**src/rtl/encrypt_function_4.sv**
```systemverilog
// Function-4 encryptor: LFSR-keyed frame builder, 2-stage pipeline, one word/cycle.
// Output appears two edges after acceptance; stalls upstream once both stages are full.
module encrypt_function_4 #(
  parameter logic [10:0] SEED = 11'h5A5
) (
  input  logic        Clk,
  input  logic        Rst,
  input  logic        seed_load,
  input  logic [10:0] seed_val,
  input  logic        in_valid,
  output logic        in_ready,
  input  logic [59:0] in_data,
  output logic        out_valid,
  input  logic        out_ready,
  output logic [77:0] outEnc
);

  // An all-zero state would lock the LFSR, so zero seeds are forced to 1.
  localparam logic [10:0] SEED_FIX = (SEED == 11'h000) ? 11'h001 : SEED;

  logic [10:0] lfsr_q, lfsr_d;
  logic [5:0]  seq_q, seq_d;
  logic        s1_valid_q, s1_valid_d;
  logic [59:0] s1_data_q, s1_data_d;
  logic [10:0] s1_rand_q, s1_rand_d;
  logic [5:0]  s1_seq_q, s1_seq_d;
  logic        s2_valid_q, s2_valid_d;
  logic [77:0] out_enc_q, out_enc_d;

  logic        s1_move;
  logic        accept;
  logic [60:0] y;

  function automatic logic [59:0] key_mask(input logic [10:0] r);
    return {r[4:0], ~r, r, ~r, ~r, r};
  endfunction

  assign s1_move   = s1_valid_q && (!s2_valid_q || out_ready);
  assign in_ready  = !s1_valid_q || s1_move;
  assign accept    = in_valid && in_ready;
  assign y         = {s1_data_q, 1'b0} + {1'b0, key_mask(s1_rand_q)};
  assign out_valid = s2_valid_q;
  assign outEnc    = out_enc_q;

  always_comb begin
    lfsr_d     = lfsr_q;
    seq_d      = seq_q;
    s1_valid_d = s1_valid_q;
    s1_data_d  = s1_data_q;
    s1_rand_d  = s1_rand_q;
    s1_seq_d   = s1_seq_q;
    s2_valid_d = s2_valid_q;
    out_enc_d  = out_enc_q;

    // A seed load wins over the advance; the word accepted now still sees lfsr_q.
    if (seed_load) begin
      lfsr_d = (seed_val == 11'h000) ? 11'h001 : seed_val;
    end else if (accept) begin
      lfsr_d = {lfsr_q[9:0], lfsr_q[10] ^ lfsr_q[8]};
    end

    if (accept) begin
      s1_valid_d = 1'b1;
      s1_data_d  = in_data;
      s1_rand_d  = lfsr_q;
      s1_seq_d   = seq_q;
      seq_d      = seq_q + 6'd1;
    end else if (s1_move) begin
      s1_valid_d = 1'b0;
    end

    if (s1_move) begin
      s2_valid_d = 1'b1;
      out_enc_d  = {s1_rand_q, y, s1_seq_q};
    end else if (s2_valid_q && out_ready) begin
      s2_valid_d = 1'b0;
    end
  end

  always_ff @(posedge Clk or posedge Rst) begin
    if (Rst) begin
      lfsr_q     <= SEED_FIX;
      seq_q      <= 6'd0;
      s1_valid_q <= 1'b0;
      s1_data_q  <= 60'd0;
      s1_rand_q  <= 11'd0;
      s1_seq_q   <= 6'd0;
      s2_valid_q <= 1'b0;
      out_enc_q  <= 78'd0;
    end else begin
      lfsr_q     <= lfsr_d;
      seq_q      <= seq_d;
      s1_valid_q <= s1_valid_d;
      s1_data_q  <= s1_data_d;
      s1_rand_q  <= s1_rand_d;
      s1_seq_q   <= s1_seq_d;
      s2_valid_q <= s2_valid_d;
      out_enc_q  <= out_enc_d;
    end
  end

endmodule

```
**config.mk**
```make
export PLATFORM = sky130hd
export DESIGN_NAME = encrypt_function_4
export DESIGN_NICKNAME = d
export VERILOG_FILES = /design/src/rtl/encrypt_function_4.sv
export SDC_FILE = /design/constraint.sdc
export NUM_CORES = 1
export LEC_CHECK = 0
export CAP_MARGIN = 30
export CORE_AREA = 2 2 143 145
export CTS_CLUSTER_SIZE = 25
export DETAILED_ROUTE_END_ITERATION = 8
export DIE_AREA = 0 0 145 147
export PLACE_DENSITY_LB_ADDON = 0.05
export SYNTH_ARGS = -nofsm -noshare
export SYNTH_HDL_FRONTEND = slang
export SYNTH_SLANG_ARGS = --single-unit
```
**constraint.sdc**
```tcl
create_clock -name Clk -period 8.5 [get_ports Clk]
set_clock_uncertainty 0.1 [all_clocks]
set_input_delay 1.7 -clock Clk [delete_from_list [all_inputs] [get_ports Clk]]
set_output_delay 1.7 -clock Clk [all_outputs]
set_load 0.03 [all_outputs]
```
==> flow_metrics.py <==
metrics = {
    "power_and_ir_drop": {
        "vdd_ir_drop_max_mv": 0.150,
        "p_leak_uw": 0.00569,
        "p_per_area_nw_per_um2": 308,
        "pwr-share-comb_pct": 45.7,
        "switching_power_uw": 1590,
        "internal_power_uw": 2140,
        "power.share.clock_pct": 21.9,
        "pwr-share-seq_pct": 32.4,
        "sw_frac_of_total_pct": 42.6,
    },
    "worst_setup_path": {
        "path_class": "input pin to output port",
        "path_max_fanout": 4,
        "cp_data_arrival_time_ns": 3.04,
        "worst_path_required_ns": 6.70,
        "setup.worst_path.start_class": "input pin",
        "endpoint_kind": "output port",
    },
    "placement": {
        "post-place-ws_ns": 3.67,
        "routabilityCongestion": 0.928,
        "place.port_buffers": 155,
        "place_hpwl_mm": 19.6,
    },
    "status": {
        "run_status": "completed",
    },
    "clock_tree": {
        "cts_num_sinks": 173,
        "post_cts_buffers": 0,
        "clkLatencyLatePin_ns": 0.44,
        "h-tree-depth": 4,
        "cts-buffers-inserted": 17,
        "postCtsResizedCells": 0,
        "cts.hold.buffers_added": 0,
        "cts.reportedPaths.clkPinSlew_ns": 0.08,
        "cts-root-buf": "sky130_fd_sc_hd__clkbuf_16",
        "clock_path_buffers": 2,
        "cts_tree": "yes",
    },
    "timing": {
        "timing.final.max_slew_violations": 0,
        "relSlewSlack_pct": 37.0,
        "fmax_mhz": 207,
        "final_setup_violations": 0,
        "finalWorstSetupSlack_ns": 3.66,
        "rsz_0062_raised_after_global_routing": "false",
        "portion_of_the_clock_cycle_consumed_by_the_worst_path_in_the_final_layout_pct": 56.9,
        "setup-tns-final_ns": 0,
        "worst_pin_slew_ns": 0.946,
        "finalHoldViolations": 0,
        "layout_min_cycle_time_ns": 4.84,
    },
    "logic_synthesis": {
        "async_reset_ff_share_pct": 100,
        "synth_cells": 1147,
        "avgSynthCellArea_um2": 8.50,
        "yosys_warnings": 0,
        "mappedNetlistArea_um2": 9750,
        "mappedNetlistNets": 1284,
        "number_of_enable_type_register_cells_in_the_synthesized_netlist": 0,
        "yosys_register_bits": 173,
        "top_ff_cell_synth": "sky130_fd_sc_hd__dfrtp_1",
        "synth.yosys.seq_area_share_pct": 44.5,
        "distinct_cell_type_count_of_the_synthesized_netlist": 65,
    },
    "global_route": {
        "grt_antenna_before_repair": 0,
        "pin_count_of_the_biggest_net_entering_global_routing": 107,
        "grt_pass1_vias": 8044,
        "grt_util_all_layers_pct": 26.0,
        "globalRoute.totalOverflow": 0,
        "grt_first_pass_wirelength_mm": 43.7,
    },
    "cells_and_area": {
        "layout.area.seq_um2": 4340,
        "nets": 1411,
        "area_taken_by_multi_input_logic_gates_um2": 5100,
        "commonest_cells_after_routing_fill_and_taps_aside": "sky130_fd_sc_hd__nand2_1 (359), sky130_fd_sc_hd__dfrtp_1 (167), sky130_fd_sc_hd__clkdlybuf4s50_1 (155), sky130_fd_sc_hd__o21ai_0 (99), sky130_fd_sc_hd__a21oi_1 (85)",
        "areaGrowthSynthToFinish_pct": 24.4,
        "final.fill_count": 1782,
        "commonest_non_fill_non_tap_cell_in_the_layout": "sky130_fd_sc_hd__nand2_1",
        "number_of_inserted_diodes": 0,
        "layout-drive-gt1-share_pct": 4.90,
    },
    "detailed_routing": {
        "detail_route.wl_per_cell_um": 17.5,
        "post_route_wl_mm": 27.3,
        "detail_route.drc_violations": 0,
        "firstDrtPassIters": 5,
        "initialDrtViolationCount": 717,
        "via_count_of_the_routed_design": 8451,
        "route.antenna.remaining_nets": 0,
        "viasPerCell": 5.43,
    },
    "run": {
        "cap_violations": 0,
    },
    "die": {
        "initial_utilization_pct": 49.1,
        "die_height_um": 147,
        "top_level_ports": 156,
        "core-area_um2": 19800,
        "floorplan.rows": 52,
        "die_area_um2": 21300,
        "chipWidth_um": 145,
    },
    "min_path": {
        "worstHoldPathType": "register to register",
    },
}
==> Yosys cell counts (3+ instances only) <==
master / n / area share [%]
sky130_fd_sc_hd__buf_2: 5 / 0.26
sky130_fd_sc_hd__nand2b_1: 4 / 0.26
sky130_fd_sc_hd__inv_1: 30 / 1.2
sky130_fd_sc_hd__o21ai_0: 99 / 5.1
sky130_fd_sc_hd__nand3b_1: 4 / 0.31
sky130_fd_sc_hd__nor2_1: 33 / 1.3
sky130_fd_sc_hd__nor3_1: 11 / 0.56
sky130_fd_sc_hd__nor2b_1: 5 / 0.32
sky130_fd_sc_hd__dfstp_2: 6 / 1.6
sky130_fd_sc_hd__o31ai_1: 7 / 0.54
sky130_fd_sc_hd__ha_1: 60 / 7.7
sky130_fd_sc_hd__o211ai_1: 4 / 0.31
sky130_fd_sc_hd__or3_1: 3 / 0.19
sky130_fd_sc_hd__o21a_1: 5 / 0.39
sky130_fd_sc_hd__nand3_1: 20 / 1.0
sky130_fd_sc_hd__a21oi_1: 85 / 4.4
sky130_fd_sc_hd__a21o_1: 38 / 2.9
sky130_fd_sc_hd__buf_1: 6 / 0.23
sky130_fd_sc_hd__dfrtp_1: 167 / 43
sky130_fd_sc_hd__xnor2_1: 36 / 3.2
sky130_fd_sc_hd__a211oi_1: 5 / 0.39
sky130_fd_sc_hd__and4_1: 3 / 0.27
sky130_fd_sc_hd__nand2_1: 361 / 14
sky130_fd_sc_hd__a221oi_1: 5 / 0.45
sky130_fd_sc_hd__nand4_1: 14 / 0.90
sky130_fd_sc_hd__o21bai_1: 18 / 1.4
sky130_fd_sc_hd__and3_1: 7 / 0.45
sky130_fd_sc_hd__clkbuf_1: 41 / 1.6
sky130_fd_sc_hd__xor2_1: 19 / 1.7
==> per-stage QoR <==
step           instance area, um2  power [uW]  utilization [%]  std cells  hold slack, ns
2_1_floorplan                9750        2300                -       1147           0.339
3_3_place_gp                11500        2910             57.9       1524           0.353
3_5_place_dp                11500        2920             57.9       1525           0.356
4_1_cts                     12100        3750             61.1       1557           0.378
5_1_grt                     12100        3960             61.1       1557           0.401
6_report                    12100        3740             61.1       1557           0.375
==> worst paths after layout <==
kind | startpoint | endpoint | slack (ns) | cells after the start
max in group asynchronous | Rst | s1_data_q[20]$_DFFE_PP0P_ | 5.55 | 3
min in group asynchronous | Rst | s1_data_q[59]$_DFFE_PP0P_ | 1.54 | 2
worst max register to register | s1_rand_q[3]$_DFFE_PP0P_ | outEnc[63]$_DFFE_PP0P_ | 4.40 | 11
worst min-delay path | s1_seq_q[3]$_DFFE_PP0P_ | outEnc[3]$_DFFE_PP0P_ | 0.37 | 2
worst min register to register | s1_seq_q[3]$_DFFE_PP0P_ | outEnc[3]$_DFFE_PP0P_ | 0.37 | 2
worst max-delay path | out_ready | in_ready | 3.66 | 3
==> registers in the layout, summed over array words and instances (netlist names) <==
name / cells
s1_valid_q: 1
outEnc: 77
s1_data_q: 60
s1_seq_q: 6
out_valid: 1
s1_rand_q: 11
lfsr_q: 11
seq_q: 6
==> per-layer routing <==
metal  track usage (%)  vias up  wire, um
li1                  -     4186         -
met1              38.5     3988     13300
met2              39.8      235     12100
met3              4.25       42      1350
met4              7.03        0       542
met5                 0        -         0
==> cell families after synthesis <==
group	count (synthesis)	share of synthesized area (%)
AO/OA/AOI/OAI	295	18.7
XOR/XNOR	55	4.94
adder cells (fa/ha/maj)	61	7.91
buffers and inverters	83	3.30
flip-flops	173	44.5
AND/OR/NAND/NOR	480	20.6
==> final cells by class <==
cell class	instances	area share, %
multi-input cells	891	42.1
inverters	30	0.970
well taps	270	2.78
clock buffers	17	3.51
repair buffers	161	13.2
flip-flops and latches	173	35.8
clock inverters	15	1.74
==> power by group through the flow <==
stage / clock network (uW) / logic, uW / registers (uW)
floorplan: 0 / 802 / 1500
global placement: 0 / 1680 / 1230
detailed placement: 0 / 1690 / 1230
CTS: 834 / 1700 / 1210
global route: 865 / 1860 / 1240
finish: 819 / 1710 / 1210
==> worst max-delay path, cell delays in order <==
cell and delay, ns:
sky130_fd_sc_hd__clkdlybuf4s50_1 0.46, sky130_fd_sc_hd__nand3b_1 0.18, sky130_fd_sc_hd__clkdlybuf4s50_1 0.70
No activity file was read; power rests on OpenSTA's default activity.
